<file path="src/rtl/ysyx_22051013_axi_inst_rd.sv">
// ysyx_22051013_axi_inst_rd -- single-beat AXI4 instruction read master (IDLE/ADDR/DATA/DONE).
// Rev 1.0
`default_nettype none

module ysyx_22051013_axi_inst_rd #(
  parameter logic [3:0] AXI_ID  = 4'b0000,
  parameter logic [2:0] AR_PROT = 3'b100
) (
  input  logic        clk,
  input  logic        rst,
  input  logic        axi_re,
  input  logic [63:0] axi_inst_pc,
  input  logic [2:0]  axi_size,
  output logic        axi_valid,
  output logic [63:0] axi_inst_i,
  output logic        resp_err,
  output logic        arvalid,
  input  logic        arready,
  output logic [63:0] araddr,
  output logic [3:0]  arid,
  output logic [7:0]  arlen,
  output logic [2:0]  arsize,
  output logic [1:0]  arburst,
  output logic [2:0]  arprot,
  input  logic        rvalid,
  output logic        rready,
  input  logic [63:0] rdata,
  input  logic [1:0]  rresp,
  input  logic        rlast,
  input  logic [3:0]  rid
);

  typedef enum logic [1:0] {
    IDLE = 2'd0,
    ADDR = 2'd1,
    DATA = 2'd2,
    DONE = 2'd3
  } state_t;

  state_t      state_q, state_d;
  logic [63:0] addr_q;
  logic [2:0]  size_q;
  logic [63:0] data_q;
  logic        err_q;

  logic        beat_ok;
  logic [63:0] rdata_aligned;

  // Only a last beat carrying our own ID completes the read; anything else is drained.
  assign beat_ok       = rvalid && (rid == AXI_ID) && rlast;
  assign rdata_aligned = rdata >> {addr_q[2:0], 3'b000};

  always_ff @(posedge clk) begin
    if (rst) begin
      state_q <= IDLE;
      addr_q  <= 64'd0;
      size_q  <= 3'd0;
      data_q  <= 64'd0;
      err_q   <= 1'b0;
    end else begin
      state_q <= state_d;
      if (state_q == IDLE && axi_re) begin
        addr_q <= axi_inst_pc;
        size_q <= axi_size;
      end
      if (state_q == DATA && beat_ok) begin
        err_q  <= (rresp != 2'b00);
        data_q <= (rresp != 2'b00) ? 64'd0 : rdata_aligned;
      end
    end
  end

  always_comb begin
    state_d   = state_q;
    arvalid   = 1'b0;
    rready    = 1'b0;
    axi_valid = 1'b0;
    unique case (state_q)
      IDLE: if (axi_re) state_d = ADDR;
      ADDR: begin
        arvalid = 1'b1;
        if (arready) state_d = DATA;
      end
      DATA: begin
        rready = 1'b1;
        if (beat_ok) state_d = DONE;
      end
      DONE: begin
        axi_valid = 1'b1;
        state_d   = IDLE;
      end
      default: state_d = IDLE;
    endcase
  end

  // AR payload comes straight from the latched request, so it cannot move while stalled.
  assign araddr  = addr_q;
  assign arsize  = size_q;
  assign arlen   = 8'd0;
  assign arburst = 2'b01;
  assign arid    = AXI_ID;
  assign arprot  = AR_PROT;

  assign axi_inst_i = axi_valid ? data_q : 64'd0;
  assign resp_err   = axi_valid ? err_q : 1'b0;

endmodule

`default_nettype wire
</file>
<file path="config.mk">
export PLATFORM = sky130hd
export DESIGN_NAME = ysyx_22051013_axi_inst_rd
export DESIGN_NICKNAME = d
export VERILOG_FILES = /design/src/rtl/ysyx_22051013_axi_inst_rd.sv
export SDC_FILE = /design/constraint.sdc
export NUM_CORES = 1
export LEC_CHECK = 0
export BUFFER_PORTS_ARGS = -buffer_cell sky130_fd_sc_hd__buf_2
export CAP_MARGIN = 30
export CORE_ASPECT_RATIO = 0.9
export CORE_MARGIN = 8
export CORE_UTILIZATION = 50
export DETAILED_ROUTE_END_ITERATION = 8
export GPL_ROUTABILITY_DRIVEN = 0
export PLACE_DENSITY = 0.8
export SYNTH_ARGS = -nofsm -noshare
export SYNTH_HDL_FRONTEND = slang
export SYNTH_SLANG_ARGS = --single-unit
</file>
<file path="constraint.sdc">
create_clock -name clk -period 3 [get_ports clk]
set_input_delay 0.6 -clock clk [delete_from_list [all_inputs] [get_ports clk]]
set_output_delay 0.6 -clock clk [all_outputs]
set_load 0.03 [all_outputs]
</file>
==> results of run 1 <==
path summary, 6_finish.rpt:
| path | from | end |
|---|---|---|
| max | state_q[1]$_SDFFE_PP0P_ | axi_inst_i[39] |
| min reg2reg | data_q[22]$_SDFFE_PP0P_ | data_q[22]$_SDFFE_PP0P_ |
| min | axi_inst_pc[53] | araddr[53]$_SDFFE_PP0P_ |
| max reg2reg | state_q[0]$_SDFFE_PP0P_ | data_q[18]$_SDFFE_PP0P_ |
stage by stage:
step / utilization / instances / worst slack (ns)
after global routing: 0.655 / 1240 / 0.184
after floorplan: - / 822 / 0.891
final: 0.655 / 1242 / 0.337
after CTS: 0.654 / 1237 / 0.305
after global placement: 0.607 / 1205 / 0.740
after detailed placement: 0.607 / 1205 / 0.719
critical path: cells and delay by family (launching register included):
kind	cells	cell delay [ns]
adder cells (fa/ha/maj)	1	0.61
buffers and inverters	2	0.50
flip-flops	1	0.38
AND/OR/NAND/NOR	1	0.15
registers in the layout (all words and copies together), names as in the netlist:
| name | flops |
|---|---|
| araddr | 64 |
| data_q | 64 |
| arsize | 3 |
| state_q | 2 |
| err_q | 1 |
kinds of logic (layout without fill, tap and decap cells):
kind of cell	count (synthesis)	in the layout	share of synthesized area
buffers and inverters	90	333	0.0615
muxes	78	78	0.144
adders and majority gates	5	5	0.00901
other	2	22	0.00108
and+or+nand+nor	300	300	0.209
AOI/OAI and AO/OA	198	198	0.190
DFF	134	134	0.386
placed cells by master, fill, tap and decap left out, types with 19 or more instances in the layout:
cell and instances:
a21oi_1 70, a22oi_1 19, dfxtp_1 131, mux2i_1 48, nor2_1 25, nand2_1 171
and2_1 66, a32o_1 19, o21ai_0 36, buf_2 277
final cells by class:
type / count / area (sq um)
fillers: 1148 / 4760
multi-input cells: 598 / 3910
flip-flops and latches: 134 / 2690
repair buffers: 293 / 1530
clock buffers: 20 / 457
well taps: 172 / 215
clock inverters: 12 / 200
inverters: 8 / 30.0
diodes: 5 / 12.5
power breakdown:
part	total (mW)	leakage (nW)	internal, mW	switching [mW]
Clock	2.31	0.312	1.52	0.796
Sequential	2.10	1.09	1.94	0.156
Combinational	1.90	2.66	0.656	1.24
Total	6.31	4.06	4.12	2.20
metal layers:
| layer | up-vias | global-route usage | share of wire |
|---|---|---|---|
| met1 | 3271 | 0.320 | 0.39 |
| li1 | 3306 | - | - |
| met3 | 68 | 0.0808 | 0.098 |
| met4 | 2 | 0.112 | 0.035 |
| met2 | 378 | 0.409 | 0.47 |
| met5 | - | 0 | 0.00054 |
==> results.md, run 1 <==
- CP max stage cell: ha_2
- Post-Synthesis Cells: slightly above 800
- Gr ovfl total: 0
- Antenna violations before repair: 5
- Post-synth top area share: 0.386
- Finished Cell Area: around 9000 sq um
- IO Count: 295
- Hold buffer count at cts: 0
- Status: completed
- Vias per cell: approximately 5.7
- Crit path DAT: 2.06 ns
- Area of the die: around 18,000 sq um
- Drt first pass iters: 6
- Seq cells post-synth: about 130
- WL/cell: between 15 and 20 microns
- Final ANT Viol Nets: 0
- Vias: ~7,000
- CTS tree: yes
- H-Tree Depth: 4
- Syn_area_per_cell: approximately 8.6 sq um
- CP max stage delay: just over 0.6 ns
- CTS Buf Count: 17
- CP Class: register to output port
- Worst endpoint required time: around 2.4 ns
- Power per cell area: approximately 700 nW/um^2
- Final Total Pwr: between 6 and 7 mW
- Worst hold path class: primary input to register
- Post-Syn Area: around 7000 sq um
- R2R cell count: 7
- Setup crit end kind: output port
- R2r setup slk: around 0.63 ns
- Cts repair resizes: 0
- Post-synth ARST share: 0
- P&R area growth vs syn: 30.2%
- GR Util All Layers: 0.259
- Setup TNS: 0 ns
- Leakage: between 4 and 5 nW
- Layout cells sized above 1: 0.345
- Count of cell types in the netlist: 42
- Min Tclk post-route: ~2.7 ns
- Hpwl dp: around 18,000 microns
- Yosys warning count: 0
- Height of the die: approximately 130 microns
- Post-CTS Setup Inserts: 0
- Skew final: around 0.0090 ns
- Worst-skew pair later-pin latency: about 0.42 ns
- Hold_ws: 0.414 ns
- Final setup fails: 0
- Die width: around 140 microns
- CORE AREA: around 14,000 sq um
- Hold depth: 3
- Drt total wl: between 20,000 and 25,000 microns
- Final layout net count: between 1,000 and 1,500
- Clock tree buffer depth: 2
- Final period utilization: 0.888
- Worst-path clk slew: approximately 0.060 ns
- Crit path launch type: register
- Crit-path cells: ha_2 > buf_4 > and2_1 > buf_2
- Final hold violations: 0
- Initial Util: 0.503
- First-pass GRT wire length: about 37,000 microns
- Maximum clock frequency: approximately 0.38 GHz
- Synth area leaders: dfxtp_1 (39%), nand2_1 (9.3%), mux2i_1 (6.9%)
- Vias in the first global route: 6,719
- Max Slew Vio Count: 0
- Root Buffer: clkbuf_16
- # clock sinks: 134
- Max_slew headroom: 0.387
- Largest fanout on the critical path: 38
- Max-Cap Viols: 0
- Pin count of the biggest net entering global routing: 67
- Synth Flop Type: dfxtp_1
- Top cells by instance count after synthesis: nand2_1 (172), dfxtp_1 (134), a21oi_1 (71)
- RSZ-0062 raised after global routing: no
- Placed cell area: 8370 sq um
- Sequential element share of the synthesized area: 0.386
- Area leader, netlist: dfxtp_1
- Most frequent cell after synthesis: nand2_1
- Cell row count: just over 40
- Peak supply drop: around 570 uV
- 1st-iter DRT viols: just under 600
- Port Buf Inserts: about 280
- Post-synth EDFFs: 0
- Measured slew at the worst slew-check pin: 0.918 ns
- DRC viols: 0
Note: power is estimated with default switching activity, not from simulation.
==> inputs of run 2 (changes only) <==
--- a/config.mk
+++ b/config.mk
@@ -12,6 +12,7 @@
 export CORE_UTILIZATION = 50
 export DETAILED_ROUTE_END_ITERATION = 8
 export GPL_ROUTABILITY_DRIVEN = 0
+export GPL_TIMING_DRIVEN = 0
 export PLACE_DENSITY = 0.8
 export SYNTH_ARGS = -nofsm -noshare
 export SYNTH_HDL_FRONTEND = slang
==> results.md, run 2 (synthesis results as in run 1) <==
- Worst endpoint required time: 2.40 ns (about the same)
- Drt total wl: 26,500 microns (+11%)
- Worst-path clk slew: 0.06 ns (about the same)
- Hold buffer count at cts: 0 (unchanged)
- Setup crit end kind: output port
- Delay-heaviest family, CP: buffers and inverters
- P&R area growth vs syn: 32.8%
- Min Tclk post-route: 2.67 ns (+0.00821 ns)
- Setup ws final: 0.328 ns (-0.00821 ns)
- Status: completed
- Psw: 2.29 mW (+4.3%)
- Cell row count: 41 (unchanged)
- Finished Cell Area: 9220 sq um (+2.0%)
- Final setup fails: 0 (unchanged)
- Hold depth: 3 (unchanged)
- First-pass GRT wire length: 39,800 microns (+8.3%)
- Max-Cap Viols: 0 (unchanged)
- Vias: 7,391 (+5.2%)
- Leakage: 4.19 nW (+3.2%)
- R2R cell count: 9 (+2)
- Peak supply drop: 556 uV (-3.1%)
- CP max stage cell: dfxtp_1
- IO Count: 295 (unchanged)
- Sw frac: 0.365 (+0.0175)
- CORE AREA: 13,800 sq um (unchanged)
- Max Slew Vio Count: 0 (unchanged)
- Final period utilization: 0.891 (+0.00274)
- Crit path launch type: register
- CP max stage delay: 0.38 ns (-0.23 ns)
- Non-Filler Instances: 1,303 (+4.9%)
- Vias per cell: 5.67 (+0.28%)
- Worst hold path class: primary input to register
- CP Class: register to output port
- WL/cell: 20.3 microns (+5.4%)
- Final Total Pwr: 6.27 mW (-0.67%)
- P_int: 3.98 mW (-3.3%)
- Root Buffer: clkbuf_16
- Measured slew at the worst slew-check pin: 0.848 ns (-0.0700 ns)
- Most common cell after layout, fill and taps aside: buf_2
- Cell depth of the worst setup path: 5 (+1)
- Vias in the first global route: 7,186 (+7.0%)
- Maximum clock frequency: 0.374 GHz (-0.31%)
- Hpwl dp: 20,500 microns (+17%)
- Area of the die: 17,900 sq um (unchanged)
- Placed insts: 1,270 (+5.4%)
- Largest fanout on the critical path: 10 (-74%)
- Hold_ws: 0.413 ns (-0.000683 ns)
- Setup TNS: 0 ns (unchanged)
- Worst-skew pair later-pin latency: 0.42 ns (about the same)
- CP bufs+invs: 3 (+1)
- Most frequent cells in the layout: buf_2 (290), nand2_1 (172), dfxtp_1 (134)
- Die width: 140 microns (unchanged)
- Crit path DAT: 2.07 ns (about the same)
- Max_slew headroom: 0.435 (+0.0480)
- 1st-iter DRT viols: 705 (+19%)
- Layout Utilization: 0.668 (+0.0128)
- Layout cells sized above 1: 0.335 (-0.00920)
- Placed cell area: 8600 sq um (+2.7%)
- Final layout net count: 1,265 (+5.4%)
- Place WS: 0.403 ns (-0.316 ns)
- Port Buf Inserts: 276 (-0.36%)
- # clock sinks: 134 (unchanged)
- RSZ-0062 raised after global routing: no
- Skew final: 0.00965 ns (+0.000693 ns)
- Final hold violations: 0 (unchanged)
- DRC viols: 0 (unchanged)
- CTS Buf Count: 17 (unchanged)
- Initial Util: 0.503 (unchanged)
- Height of the die: 128 microns (unchanged)
- Final ANT Viol Nets: 0 (unchanged)
- Antenna violations before repair: 3 (-2)
- CTS tree: yes
- Comb power frac: 0.331 (+0.030)
- H-Tree Depth: 4 (unchanged)
- Clock Power Share: 0.347 (-0.020)
- Clock tree buffer depth: 2 (unchanged)
- Sequential share of power: 0.323 (-0.009)
- Power per cell area: 680 nW/um^2 (-2.6%)
- Pin count of the biggest net entering global routing: 17 (-75%)
- Drt first pass iters: 8 (+2)
- GR Util All Layers: 0.284 (+0.0253)
- Gr ovfl total: 0 (unchanged)
- Crit-path cells: ha_1 > clkbuf_2 > clkbuf_1 > and2_1 > buf_2
run 2: changes by cell type in the layout (fill, tap and decap cells not counted), moves of 3 or more:
cell | previous run | this run
clkbuf_1 | 1 | 36
buf_2 | 277 | 290
buf_1 | 0 | 11
diode_2 | 5 | 1
buf_4 | 14 | 17
clkbuf_2 | 0 | 3
dfxtp_1 | 131 | 134
run 2: worst reg2reg max path, delay by kind of cell (launching register included):
kind / cells / cell delay (ns)
buffers and inverters: 4 / 1.23
flip-flops: 1 / 0.36
adder cells (fa/ha/maj): 1 / 0.27
AO/OA/AOI/OAI: 2 / 0.34
AND/OR/NAND/NOR: 2 / 0.31
run 2: power groups by stage:
stage / clock network [mW] / registers, mW / logic, mW
2_1_floorplan: 0 / 2.34 / 1.09
3_3_place_gp: 0 / 2.05 / 1.99
3_5_place_dp: 0 / 2.06 / 2.03
4_1_cts: 2.18 / 2.02 / 2.04
5_1_grt: 2.27 / 2.04 / 2.22
6_report: 2.17 / 2.02 / 2.07
run 2: area by class of cell:
| class | instances | area (sq um) |
|---|---|---|
| Multi-Input combinational cell | 598 | 3890 |
| Clock buffer | 20 | 467 |
| Fill cell | 1198 | 4580 |
| Clock inverter | 12 | 150 |
| Timing Repair Buffer | 276 | 1380 |
| Tap cell | 172 | 215 |
| Buffer | 82 | 400 |
| Sequential cell | 134 | 2680 |
| Antenna cell | 1 | 2.50 |
| Inverter | 8 | 30.0 |
run 2: final timing paths:
kind,from,endpoint,slack (ns)
worst min register to register,data_q[29]$_SDFFE_PP0P_,data_q[29]$_SDFFE_PP0P_,0.44
worst max register to register,state_q[0]$_SDFFE_PP0P_,data_q[20]$_SDFFE_PP0P_,0.40
worst max-delay path,state_q[1]$_SDFFE_PP0P_,axi_inst_i[55],0.33
worst min-delay path,axi_inst_pc[13],araddr[13]$_SDFFE_PP0P_,0.41
run 2: routing by layer:
layer | GRT usage | share of wire | vias up
met5 | 0 | 0.00083 | -
met4 | 0.114 | 0.037 | 4
met3 | 0.108 | 0.12 | 80
met2 | 0.445 | 0.45 | 492
met1 | 0.346 | 0.39 | 3394
li1 | - | - | 3421
run 2: repair_timing:
item	4_1_cts	5_1_grt
resized for setup	1	4
setup endpoints to repair	8	20
endpoints found under the hold margin	0	0
setup buffers	0	0
==> inputs of run 3 (changes only) <==
--- a/config.mk
+++ b/config.mk
@@ -9,11 +9,11 @@
 export CAP_MARGIN = 30
 export CORE_ASPECT_RATIO = 0.9
 export CORE_MARGIN = 8
-export CORE_UTILIZATION = 50
+export CORE_UTILIZATION = 44
 export DETAILED_ROUTE_END_ITERATION = 8
 export GPL_ROUTABILITY_DRIVEN = 0
 export GPL_TIMING_DRIVEN = 0
-export PLACE_DENSITY = 0.8
+export PLACE_DENSITY = 0.75
 export SYNTH_ARGS = -nofsm -noshare
 export SYNTH_HDL_FRONTEND = slang
 export SYNTH_SLANG_ARGS = --single-unit
==> constraint.sdc (replaced) <==
create_clock -name clk -period 2.45 [get_ports clk]
set_input_delay 0.49 -clock clk [delete_from_list [all_inputs] [get_ports clk]]
set_output_delay 0.49 -clock clk [all_outputs]
set_load 0.03 [all_outputs]
==> results.md, run 3 (synthesis results as in run 1) <==
- Fillers: 1,439 (+20%)
- Crit path launch type: register
- P_int: 5.02 mW (+26%)
- Leakage: 4.23 nW (+1.0%)
- Worst hold path class: primary input to register
- Sequential share of power: 0.314 (-0.009)
- Vias per cell: 5.55 (-2.1%)
- Crit path DAT: 1.91 ns (-0.16 ns)
- Height of the die: 135 microns (+5.8%)
- Drt first pass iters: 7 (-1)
- Root Buffer: clkbuf_16
- # clock sinks: 134 (unchanged)
- Final ANT Viol Nets: 0 (unchanged)
- Sw frac: 0.364 (-0.00154)
- Min Tclk post-route: around 2.4 ns
- Max Slew Vio Count: 0 (unchanged)
- Most common cell after layout, fill and taps aside: buf_2
- Worst endpoint required time: 1.96 ns (-0.44 ns)
- Gr ovfl total: 0 (unchanged)
- DRC viols: 0 (unchanged)
- Clock Power Share: 0.363 (+0.016)
- Final hold violations: 0 (unchanged)
- CTS tree: yes
- Peak supply drop: 541 uV (-2.8%)
- Worst-path clk slew: 0.06 ns (about the same)
- Max-Cap Viols: 0 (unchanged)
- Skew final: 0.00715 ns (-0.00250 ns)
- Area of the die: 20,100 sq um (+12%)
- Setup crit end kind: output port
- CORE AREA: 15,400 sq um (+12%)
- Drt total wl: 27,100 microns (+2.4%)
- Worst-skew pair later-pin latency: 0.43 ns (about the same)
- Measured slew at the worst slew-check pin: 0.741 ns (-0.107 ns)
- 1st-iter DRT viols: 758 (+7.5%)
- Status: completed
- Layout cells sized above 1: 0.344 (+0.00827)
- Maximum clock frequency: ~0.42 GHz
- Initial Util: 0.450 (-0.0535)
- Antenna violations before repair: 4 (+1)
- Place WS: -0.132 ns (-0.535 ns)
- Hpwl dp: 21,100 microns (+2.8%)
- Finished Cell Area: 9320 sq um (+1.1%)
- Comb power frac: 0.324 (-0.007)
- Die width: 148 microns (+5.8%)
- Largest fanout on the critical path: 10 (unchanged)
- Vias: 7,408 (+0.23%)
- Final layout net count: 1,264 (-0.079%)
- Psw: 2.87 mW (+25%)
- Post-CTS Setup Inserts: 0 (unchanged)
- Final period utilization: 0.979
- Cell row count: 43 (+4.9%)
- Pin count of the biggest net entering global routing: 17 (unchanged)
- GR Util All Layers: 0.261 (-0.0234)
- Final setup fails: 0 (unchanged)
- Max_slew headroom: 0.506 (+0.0713)
- H-Tree Depth: 4 (unchanged)
- Port Buf Inserts: 276 (unchanged)
- Placed cell area: 8630 sq um (+0.44%)
- Clock tree buffer depth: 2 (unchanged)
- IO Count: 295 (unchanged)
- Power per cell area: 846 nW/um^2 (+24%)
- P&R area growth vs syn: 34.3%
- CTS Buf Count: 17 (unchanged)
- Setup ws final: 0.0519 ns (-0.277 ns)
- CP Class: register to output port
- First-pass GRT wire length: 40,400 microns (+1.4%)
- Hold buffer count at cts: 0 (unchanged)
- Most frequent cells in the layout: buf_2 (289), nand2_1 (172), dfxtp_1 (134)
- Vias in the first global route: 7,171 (-0.21%)
- WL/cell: 20.3 microns (about the same)
## run 3: changes by cell type in the layout (fill, tap and decap cells not counted), sizes merged
cell,change
bufinv,+2
inv,+1
buf,-3
clkinvlp,-1
clkbuf,-1
diode,+2
clkinv,+1
## run 3: timing repair
item	CTS	global route
resized for setup	10	10
setup endpoints to repair	59	52
gates cloned	0	0
## run 3: final cells by class
type	count	area, sq um	share of cell area
diodes	3	7.51	0.000805
plain buffers	81	418	0.0448
clock buffers	17	425	0.0456
clock inverters	15	228	0.0244
inverters	8	30.0	0.00322
multi-input cells	598	3890	0.418
flip-flops and latches	134	2680	0.288
well taps	202	253	0.0271
repair buffers	276	1380	0.148
## run 3: path summary, 6_finish.rpt
path                                               from                       to  slack (ns)  cells after the start
worst min-delay path                    axi_inst_pc[37]  araddr[37]$_SDFFE_PP0P_        0.30                      3
worst max-delay path            state_q[1]$_SDFFE_PP0P_           axi_inst_i[25]        0.05                      5
worst max register to register   araddr[1]$_SDFFE_PP0P_  data_q[15]$_SDFFE_PP0P_        0.09                      6
worst min register to register  data_q[21]$_SDFFE_PP0P_  data_q[21]$_SDFFE_PP0P_        0.45                      2
## run 3: metal layers
layer,vias up,track usage,part of all wire
met2,466,0.401,0.45
met5,-,0,0.00085
li1,3430,-,-
met3,78,0.0792,0.11
met4,4,0.126,0.034
met1,3430,0.329,0.40
## run 3: power by group through the flow
stage	combinational, mW	clock, mW	sequential, mW
floorplan	1.33	0	2.86
global placement	2.46	0	2.51
detailed placement	2.49	0	2.52
CTS	2.52	2.89	2.47
global route	2.73	2.99	2.50
finish	2.55	2.86	2.47
## run 3: worst max-delay path, cell delays in order (launching register included)
cell and delay [ns]:
dfxtp_1 0.38, ha_1 0.22, buf_6 0.17, clkbuf_4 0.22, and2_1 0.25, clkbuf_4 0.23
## run 3: through the flow
| step | setup TNS (ns) | cells | hold slack, ns | total power [mW] | utilization |
|---|---|---|---|---|---|
| global placement | -0.0609 | 1300 | 0.429 | 4.97 | 0.559 |
| floorplan | 0 | 822 | 0.417 | 4.19 | - |
| finish | 0 | 1334 | 0.299 | 7.88 | 0.604 |
| global route | -0.00822 | 1333 | 0.285 | 8.22 | 0.604 |
| CTS | 0 | 1332 | 0.282 | 7.88 | 0.602 |
| detailed placement | -0.936 | 1300 | 0.435 | 5.01 | 0.559 |
